--- config.mk ---
export PLATFORM = sky130hd
export DESIGN_NAME = i2c_scl_gen
export DESIGN_NICKNAME = d
export VERILOG_FILES = /design/src/rtl/i2c_pkg.sv /design/src/rtl/i2c_half_timer.sv /design/src/rtl/i2c_scl_gen.sv
export SDC_FILE = /design/constraint.sdc
export NUM_CORES = 1
export LEC_CHECK = 0
export CAP_MARGIN = 25
export CORE_MARGIN = 2
export CORE_UTILIZATION = 50
export DETAILED_ROUTE_END_ITERATION = 8
export GPL_TIMING_DRIVEN = 0
export PLACE_DENSITY = 0.75
export SETUP_SLACK_MARGIN = 0.05
export SLEW_MARGIN = 10
export SYNTH_ARGS = -nofsm -noshare
export SYNTH_HDL_FRONTEND = slang
export SYNTH_SLANG_ARGS = --single-unit
export TNS_END_PERCENT = 5
--- constraint.sdc ---
create_clock -name clk -period 1.7 [get_ports clk]
set_input_delay 0.17 -clock clk [delete_from_list [all_inputs] [get_ports clk]]
set_output_delay 0.17 -clock clk [all_outputs]
set_load 0.02 [all_outputs]
--- src/rtl/i2c_pkg.sv ---
// Shared command encodings, FSM state type and counter widths for the I2C SCL generator.
package i2c_pkg;

  localparam int CNT_W = 8;  // holds HALF_CYC-1 for HALF_CYC up to 255
  localparam int BIT_W = 4;  // holds NBITS-1 for NBITS up to 16

  typedef enum logic [1:0] {
    CMD_START  = 2'b00,
    CMD_XFER   = 2'b01,
    CMD_STOP   = 2'b10,
    CMD_RSTART = 2'b11
  } cmd_e;

  typedef enum logic [2:0] {
    ST_IDLE,
    ST_START,
    ST_XFER_LO,
    ST_XFER_HI,
    ST_HOLD,
    ST_STOP,
    ST_RSTART
  } state_e;

endpackage

--- src/rtl/i2c_half_timer.sv ---
// Half-period phase counter: counts 0..HALF_CYC-1 while run, freezes on stall,
// and flags the first, middle and terminal counted cycles.
module i2c_half_timer #(
  parameter int HALF_CYC = 20
) (
  input  logic clk,
  input  logic rst_n,
  input  logic load,
  input  logic run,
  input  logic stall,
  output logic zero_p,
  output logic mid_p,
  output logic tc_p
);
  import i2c_pkg::*;

  localparam logic [CNT_W-1:0] LAST_VAL = CNT_W'(HALF_CYC - 1);
  localparam logic [CNT_W-1:0] MID_VAL  = CNT_W'(HALF_CYC / 2);

  logic [CNT_W-1:0] cnt_q, cnt_d;
  logic             adv;

  always_comb begin
    adv    = run && !stall;
    zero_p = adv && (cnt_q == '0);
    mid_p  = adv && (cnt_q == MID_VAL);
    tc_p   = adv && (cnt_q == LAST_VAL);
    cnt_d  = cnt_q;
    if (load || !run) begin
      cnt_d = '0;
    end else if (adv) begin
      cnt_d = tc_p ? '0 : cnt_q + 1'b1;
    end
  end

  always_ff @(posedge clk) begin
    if (!rst_n) begin
      cnt_q <= '0;
    end else begin
      cnt_q <= cnt_d;
    end
  end

endmodule

--- src/rtl/i2c_scl_gen.sv ---
// I2C master SCL generator with START/XFER/STOP/RSTART sequencing.
// Optional clock stretching with timeout is enabled by defining I2C_SCL_STRETCH_EN.
//
// state      | meaning
// IDLE       | bus free, SCL released
// START      | ph0: SCL high wait; ph1: SDA falls, SCL high wait
// XFER_LO    | SCL low for bit bit_q, SDA may change on first cycle
// XFER_HI    | SCL released for bit bit_q, SDA sampled mid-phase
// HOLD       | SCL held low between commands
// STOP       | ph0: SCL low; ph1: SCL high; ph2: SDA rises, SCL high
// RSTART     | SCL low while SDA is released, then continues as START
module i2c_scl_gen #(
  parameter int HALF_CYC    = 20,
  parameter int NBITS       = 9,
  parameter int STRETCH_MAX = 1000
) (
  input  logic       clk,
  input  logic       rst_n,
  input  logic       cmd_valid,
  input  logic [1:0] cmd,
  output logic       cmd_ready,
  input  logic       scl_in,
  output logic       scl_oe,
  output logic       sda_change,
  output logic       sda_sample,
  output logic [3:0] bit_idx,
  output logic       cmd_done,
  output logic       err
);
  import i2c_pkg::*;

  localparam logic [BIT_W-1:0] LAST_BIT = BIT_W'(NBITS - 1);

  state_e           state_q, state_d;
  logic [1:0]       ph_q, ph_d;
  logic [BIT_W-1:0] bit_q, bit_d;
  logic             done_q, done_d;
  logic             err_q, err_d;
  logic             init_q;
  logic             accept, run, stall, abort;
  logic             zero_p, mid_p, tc_p;

  assign accept = cmd_valid && cmd_ready;
  assign run    = (state_q != ST_IDLE) && (state_q != ST_HOLD);

`ifdef I2C_SCL_STRETCH_EN
  localparam int SW = $clog2(STRETCH_MAX + 1);
  localparam logic [SW-1:0] STALL_LAST = SW'(STRETCH_MAX - 1);

  logic [SW-1:0] stall_q, stall_d;

  // A slave holding SCL low during a released phase freezes the phase counter.
  always_comb begin
    stall   = run && !scl_oe && !scl_in;
    abort   = stall && (stall_q == STALL_LAST);
    stall_d = (stall && !abort) ? stall_q + 1'b1 : '0;
  end

  always_ff @(posedge clk) begin
    if (!rst_n) begin
      stall_q <= '0;
    end else begin
      stall_q <= stall_d;
    end
  end
`else
  logic unused_cfg;
  assign stall      = 1'b0;
  assign abort      = 1'b0;
  assign unused_cfg = scl_in ^ (STRETCH_MAX > 0);
`endif

  i2c_half_timer #(
    .HALF_CYC(HALF_CYC)
  ) u_timer (
    .clk   (clk),
    .rst_n (rst_n),
    .load  (accept || abort),
    .run   (run),
    .stall (stall),
    .zero_p(zero_p),
    .mid_p (mid_p),
    .tc_p  (tc_p)
  );

  always_ff @(posedge clk) begin
    if (!rst_n) begin
      state_q <= ST_IDLE;
      ph_q    <= '0;
      bit_q   <= '0;
      done_q  <= 1'b0;
      err_q   <= 1'b0;
      init_q  <= 1'b0;
    end else begin
      state_q <= state_d;
      ph_q    <= ph_d;
      bit_q   <= bit_d;
      done_q  <= done_d;
      err_q   <= err_d;
      init_q  <= 1'b1;
    end
  end

  always_comb begin
    state_d = state_q;
    ph_d    = ph_q;
    bit_d   = bit_q;
    done_d  = 1'b0;
    err_d   = 1'b0;
    case (state_q)
      ST_IDLE: begin
        if (accept) begin
          if (cmd == CMD_START) begin
            state_d = ST_START;
            ph_d    = 2'd0;
          end else begin
            err_d = 1'b1;
          end
        end
      end
      ST_HOLD: begin
        if (accept) begin
          case (cmd)
            CMD_XFER: begin
              state_d = ST_XFER_LO;
              bit_d   = '0;
            end
            CMD_STOP: begin
              state_d = ST_STOP;
              ph_d    = 2'd0;
            end
            CMD_RSTART: state_d = ST_RSTART;
            default:    err_d   = 1'b1;
          endcase
        end
      end
      ST_START: begin
        if (tc_p) begin
          if (ph_q == 2'd1) begin
            state_d = ST_HOLD;
            ph_d    = 2'd0;
            done_d  = 1'b1;
          end else begin
            ph_d = 2'd1;
          end
        end
      end
      ST_RSTART: begin
        if (tc_p) begin
          state_d = ST_START;
          ph_d    = 2'd0;
        end
      end
      ST_STOP: begin
        if (tc_p) begin
          if (ph_q == 2'd2) begin
            state_d = ST_IDLE;
            ph_d    = 2'd0;
            done_d  = 1'b1;
          end else begin
            ph_d = ph_q + 2'd1;
          end
        end
      end
      ST_XFER_LO: begin
        if (tc_p) state_d = ST_XFER_HI;
      end
      ST_XFER_HI: begin
        if (tc_p) begin
          if (bit_q == LAST_BIT) begin
            state_d = ST_HOLD;
            bit_d   = '0;
            done_d  = 1'b1;
          end else begin
            state_d = ST_XFER_LO;
            bit_d   = bit_q + 1'b1;
          end
        end
      end
      default: state_d = ST_IDLE;
    endcase
    // Stretch timeout abandons the bus and overrides any phase completion.
    if (abort) begin
      state_d = ST_IDLE;
      ph_d    = 2'd0;
      bit_d   = '0;
      done_d  = 1'b0;
      err_d   = 1'b1;
    end
  end

  always_comb begin
    scl_oe     = 1'b0;
    sda_change = 1'b0;
    sda_sample = 1'b0;
    case (state_q)
      ST_HOLD: scl_oe = 1'b1;
      ST_XFER_LO: begin
        scl_oe     = 1'b1;
        sda_change = zero_p;
      end
      ST_XFER_HI: sda_sample = mid_p;
      ST_RSTART: begin
        scl_oe     = 1'b1;
        sda_change = zero_p;
      end
      ST_START: sda_change = zero_p && (ph_q == 2'd1);
      ST_STOP: begin
        scl_oe     = (ph_q == 2'd0);
        sda_change = zero_p && (ph_q != 2'd1);
      end
      default: scl_oe = 1'b0;
    endcase
  end

  assign cmd_ready = init_q && ((state_q == ST_IDLE) || (state_q == ST_HOLD));
  assign cmd_done  = done_q;
  assign err       = err_q;
  assign bit_idx   = bit_q;

endmodule

==> results.py, run 1 <==
metrics = {
    "synthesis": {
        "netlist_area_um2": 1390,
        "avgSynthCellArea_um2": 8.29,
        "synth.distinct_cells": 50,
        "yosys_warnings": 0,
        "ys_seq_elements": 20,
        "synth_edf_count": 0,
        "synthArstFlopShare_pct": 0,
        "syn_inst": 168,
        "synth-seq-area-share_pct": 28.8,
        "yosys_most_used_dff": "dfxtp_1",
        "synth_fp_nets": 186,
    },
    "drt": {
        "route.vias.total": 1388,
        "routed_wl_um": 3660,
        "routedWlPerCell_um": 16.1,
        "drc": 0,
        "dr.pass1.iters": 4,
        "via_per_inst": 6.09,
        "ant_nets": 0,
        "drt_iter0_drc": 83,
    },
    "sta": {
        "hold_viol_final": 0,
        "layout_setup_ws_ps": -230,
        "timing.final.crit_period_ps": 1930,
        "clock_skew_ps": 10.3,
        "period_share_pct": 114,
        "finalSetupViolations": 18,
        "slew_violations": 0,
        "slew_headroom_pct": 66.3,
        "grt_setup_unrepaired": "true",
        "clock.fmax_mhz": 518,
        "worst_pin_slew_ps": 505,
    },
    "power": {
        "leakage_nw": 0.706,
        "irDropWorstVdd_mv": 0.759,
        "power.total_w": 0.00133,
        "p_per_area_nw_per_um2": 727,
    },
    "die": {
        "die-area_um2": 3220,
        "core_um2": 2710,
        "start_util_pct": 51.4,
        "die_h_um": 56.8,
        "ioPinCount": 16,
        "rows": 19,
        "die_w_um": 56.8,
    },
    "finish": {
        "fillers": 222,
        "antenna_cells": 0,
        "layout.nets": 216,
        "layout-drive-gt1-share_pct": 24.9,
        "design_area_um2": 1820,
        "fin_util_pct": 67.3,
        "multiInputGateArea_um2": 975,
        "finalNonFillerCells": 228,
        "layout_common_cells": "nor2_1 (21), dfxtp_1 (15), buf_4 (15)",
        "layout_commonest_cell": "nor2_1",
        "area_growth_pct": 31.0,
        "regArea_um2": 412,
    },
    "worst_hold_path": {
        "hold_path.class": "reg -> reg",
        "hold_path_depth": 1,
        "min_from": "u_timer.cnt_q[0]$_SDFFE_PP0P_",
        "holdPathEnd": "u_timer.cnt_q[0]$_SDFFE_PP0P_",
    },
    "worst_setup_path": {
        "cp-end-kind": "output port",
        "rr_worst_depth": 6,
        "cp-start-kind": "flop",
        "path_max_fanout": 4,
        "worstReg2RegEnd": "state_q[1]$_SDFFE_PN0P_",
        "critPathArrivalTime_ps": 1760,
        "worst_ep_required_time_ps": 1530,
        "crit-reg2reg-launch": "u_timer.cnt_q[6]$_SDFFE_PP0P_",
        "timing.reg2reg.setup_slack_ps": -210,
        "criticalPathCategory": "reg -> out",
    },
    "global_routing": {
        "use_met3_pct": 5.53,
        "grt_use_met1_pct": 30.9,
        "grt_pass1_wl_um": 5970,
        "grt_remaining_overflow": 0,
        "antenna_found_initial": 0,
        "grt_busiest_layer": "met2",
        "grt_pass1_vias": 1286,
        "grt_max_degree": 13,
        "grt_use_met2_pct": 38.9,
        "track_usage_pct": 23.8,
    },
    "clock_tree": {
        "clk_pin_slew_worst_paths_ps": 120,
        "cts_buffers": 3,
        "cts_tree": "yes",
        "cts.sinks": 20,
        "cts_root_buf": "clkbuf_4",
        "htreeDepth": 1,
        "clock_latency_ps": 320,
        "cts_max_path_buffers": 2,
    },
    "placement": {
        "place_area_um2": 1580,
        "port_buffers": 14,
        "gp_congestion": 0.839,
        "hpwl_um": 2400,
        "dpl.cell_count": 213,
        "dp_slack_ps": -649,
    },
    "flow_run": {
        "max_cap_violations": 0,
    },
    "run_status": {
        "violations": "negative setup slack",
        "status": "finished, violations left",
    },
}
[worst max-delay path, stage by stage (launching register included)]
cell and delay [ps]:
dfxtp_2 350, buf_8 120, buf_8 110, nor3_4 150, ha_1 250, nand2_1 70
o21ai_1 60, and4b_1 210, buf_6 130
[report_power, final]
group / internal (W) / leakage, nW / switching (W)
Combinational: 0.000169 / 0.513 / 0.000233
Sequential: 0.000494 / 0.165 / 0.0000336
Clock: 0.000239 / 0.0279 / 0.000158
Total: 0.000902 / 0.706 / 0.000425
[flip-flops by register name, indices dropped and copies added, names as in the netlist]
name,count
bit_idx,4
ph_q,2
init_q,1
state_q,3
cmd_done,1
u_timer.cnt_q,8
err,1
[worst max-delay path by stage]
| stage | to | startpoint | slack, ps |
|---|---|---|---|
| floorplan | u_timer.cnt_q[5]$_SDFFE_PP0P_ | u_timer.cnt_q[5]$_SDFFE_PP0P_ | -40 |
| global placement | sda_change | state_q[2]$_SDFFE_PN0P_ | -610 |
| detailed placement | sda_change | state_q[2]$_SDFFE_PN0P_ | -650 |
| CTS | sda_change | state_q[1]$_SDFFE_PN0P_ | -230 |
| global route | sda_change | state_q[2]$_SDFFE_PN0P_ | -290 |
| finish | sda_change | state_q[1]$_SDFFE_PN0P_ | -230 |
[metal layers]
metal	up-vias	share of wire, %
met5	-	0
li1	662	-
met3	12	6.2
met2	49	48
met1	665	44
met4	0	2.2
[synth_stat cells, drive strengths merged (2+ instances only)]
cell type / number / share of area, %
nor2: 22 / 5.9
dfxtp: 20 / 29
ha: 12 / 11
inv: 12 / 3.2
nand2: 11 / 3.0
clkbuf: 8 / 2.2
mux2i: 7 / 5.0
nand3: 7 / 2.5
o21ai: 7 / 2.5
a21oi: 5 / 1.8
nand4: 4 / 1.8
xnor2: 4 / 2.5
nor2b: 3 / 1.3
nor3: 3 / 1.1
o311ai: 3 / 3.0
buf: 2 / 1.2
nand2b: 2 / 0.90
nand3b: 2 / 1.1
nor4: 2 / 0.90
o211ai: 2 / 1.1
o31ai: 2 / 1.1
or3: 2 / 0.90
xor2: 2 / 1.3
[cells by family after synthesis]
family / Yosys count / synth area share (%)
flip-flops: 20 / 28.8
AO/OA/AOI/OAI: 33 / 19.8
buffers and inverters: 22 / 6.56
XOR/XNOR: 6 / 3.77
AND/OR/NAND/NOR: 68 / 25.3
multiplexers: 7 / 5.03
adder cells (fa/ha/maj): 12 / 10.8
[cell type report]
class                   count  area share [%]
clock inverters             1            1.65
plain buffers               9            4.25
multi-input cells         126            53.4
well taps                  31            2.13
inverters                  12            2.47
clock buffers               3            1.23
flip-flops and latches     20            22.6
repair buffers             26            12.3
[what timing repair did]
item	in CTS	in global routing
gates resized for setup	44	12
setup endpoints to repair	22	22
pin swaps	5	4
buffers inserted	9	3
hold buffers	0	0
endpoints found under the hold margin	0	0
[metrics by stage]
stage	TNS, ps	hold slack [ps]
floorplan	-303	198
global placement	-3310	461
detailed placement	-3750	473
CTS	-1630	502
global route	-3100	536
finish	-1850	501
Power figures use the tool's default switching activity.
==> run 2: changes to the inputs <==
Settings changed: SETUP_SLACK_MARGIN 0.05 to 0.15.
==> results.py, run 2 (same netlist as run 1, synthesis figures left out) <==
metrics = {
    "global_routing": {
        "track_usage_pct": 22.6,
        "grt_remaining_overflow": 0,
        "grt_max_degree": 12,
        "grt_pass1_vias": 1239,
        "antenna_found_initial": 0,
        "grt_pass1_wl_um": 5690,
    },
    "finish": {
        "layout-drive-gt1-share_pct": 29.1,
        "layout_common_cells": "nor2_1 (21), buf_4 (14), ha_1 (12), dfxtp_1 (12), nand2_1 (11)",
        "finalNonFillerCells": 230,
        "layout.nets": 218,
        "largest_register_ffs": 8,
        "fin_util_pct": 68.6,
        "design_area_um2": 1860,
        "antenna_cells": 0,
        "regMostFlops": "u_timer.cnt_q",
        "layout_commonest_cell": "nor2_1",
        "area_growth_pct": 33.4,
    },
    "drt": {
        "routedWlPerCell_um": 16.8,
        "dr.pass1.iters": 4,
        "routed_wl_um": 3860,
        "ant_nets": 0,
        "drt_iter0_drc": 86,
        "via_per_inst": 6.17,
        "route.vias.total": 1418,
        "drc": 0,
    },
    "placement": {
        "gp_congestion": 0.848,
        "dpl.cell_count": 213,
        "place_area_um2": 1590,
        "hpwl_um": 2380,
        "port_buffers": 14,
    },
    "power": {
        "irDropWorstVdd_mv": 0.442,
        "swShare_pct": 35.4,
        "comb_power_share_pct": 38.4,
        "p_sw_w": 0.000464,
        "clock_power_share_pct": 23.0,
        "p_seq_share_pct": 38.5,
        "p_per_area_nw_per_um2": 706,
        "intPower_w": 0.000848,
        "leakage_nw": 0.762,
    },
    "clock_tree": {
        "cts_buffers": 3,
        "cts_root_buf": "clkbuf_4",
        "htreeDepth": 1,
        "cts_max_path_buffers": 2,
        "cts.sinks": 20,
        "clk_pin_slew_worst_paths_ps": 130,
        "cts_tree": "yes",
        "clock_latency_ps": 320,
        "postCtsHoldBufs": 0,
    },
    "die": {
        "start_util_pct": 51.4,
        "core_um2": 2710,
        "die_w_um": 56.8,
        "rows": 19,
        "ioPinCount": 16,
        "die-area_um2": 3220,
        "die_h_um": 56.8,
    },
    "sta": {
        "grt_setup_unrepaired": "true",
        "timing.final.crit_period_ps": 1940,
        "slew_headroom_pct": 63.2,
        "worst_pin_slew_ps": 552,
        "clock_skew_ps": 5.55,
        "period_share_pct": 114,
        "hold_viol_final": 0,
        "finalSetupViolations": 7,
        "clock.fmax_mhz": 515,
        "layout_setup_ws_ps": -244,
        "holdWs_ps": 464,
        "slew_violations": 0,
    },
    "run_status": {
        "violations": "negative setup slack",
        "status": "finished, violations left",
    },
    "worst_setup_path": {
        "timing.reg2reg.setup_slack_ps": -130,
        "crit_path_cell_trace": "buf_6 > inv_2 > nor3_4 > ha_1 > nand2_1 > o21ai_1 > and4b_1 > buf_6",
        "crit_family": "simple AND/OR/NAND/NOR gates",
        "critPathMaxStageDelay_ps": 340,
        "crit_slowest_cell": "dfxtp_2",
        "cp-end-kind": "output port",
        "worst_path_most_repeated_cell": "buf_6",
        "cp-start-kind": "flop",
        "path_max_fanout": 7,
        "critPathBufInv": 3,
        "criticalPathCategory": "reg -> out",
        "worst_ep_required_time_ps": 1530,
        "critPathArrivalTime_ps": 1770,
    },
    "worst_hold_path": {
        "hold_path.class": "reg -> reg",
    },
    "flow_run": {
        "max_cap_violations": 0,
    },
}
## run 2: changes by cell type in the layout (fill, tap and decap cells not counted), sizes merged
| cell | previous run | this run |
|---|---|---|
| buf | 20 | 21 |
| clkbuf | 8 | 10 |
| dlymetal6s2s | 0 | 2 |
| clkdlybuf4s50 | 10 | 8 |
| bufinv | 1 | 0 |
## run 2: power by group through the flow
stage | combinational (W) | clock, W | sequential [W]
after detailed placement | 0.000358 | 0 | 0.000513
after CTS | 0.000400 | 0.000292 | 0.000500
after global routing | 0.000532 | 0.000305 | 0.000508
final | 0.000504 | 0.000302 | 0.000505
after global placement | 0.000351 | 0 | 0.000512
after floorplan | 0.000261 | 0 | 0.000512
## run 2: final timing paths
path	start	end	cells past startpoint
min	u_timer.cnt_q[0]$_SDFFE_PP0P_	u_timer.cnt_q[0]$_SDFFE_PP0P_	1
min reg2reg	u_timer.cnt_q[0]$_SDFFE_PP0P_	u_timer.cnt_q[0]$_SDFFE_PP0P_	1
max	state_q[0]$_SDFFE_PN0P_	sda_change	8
max reg2reg	u_timer.cnt_q[7]$_SDFFE_PP0P_	state_q[0]$_SDFFE_PN0P_	5
## run 2: routing by layer
layer,vias to the layer above,GRT usage [%],routed length [um]
met5,-,0,0
met1,662,30.4,1620
met2,77,34.9,1800
met3,19,3.92,286
li1,660,-,-
met4,0,10.6,151
## run 2: per-stage QoR
step                setup slack [ps]  TNS (ps)  total power (W)
finish                          -244      -911          0.00131
global route                    -285     -1440          0.00134
CTS                             -232      -844          0.00119
detailed placement              -631     -2570         0.000870
global placement                -619     -2180         0.000864
floorplan                       1.58         0         0.000773
## run 2: layout make-up
type | instances | area, um^2
fill | 218 | 852
multi-input combinational | 126 | 980
timing repair buffer | 27 | 238
clock buffer | 4 | 36.3
inverter | 12 | 55.1
sequential | 20 | 413
buffer | 10 | 97.6
tap | 31 | 38.8
## run 2: repair_timing
| item | in CTS | in global routing |
|---|---|---|
| setup buffers | 4 | 9 |
| endpoints found under the setup margin | 22 | 24 |
| gates resized for setup | 45 | 22 |
| pin swaps | 16 | 5 |
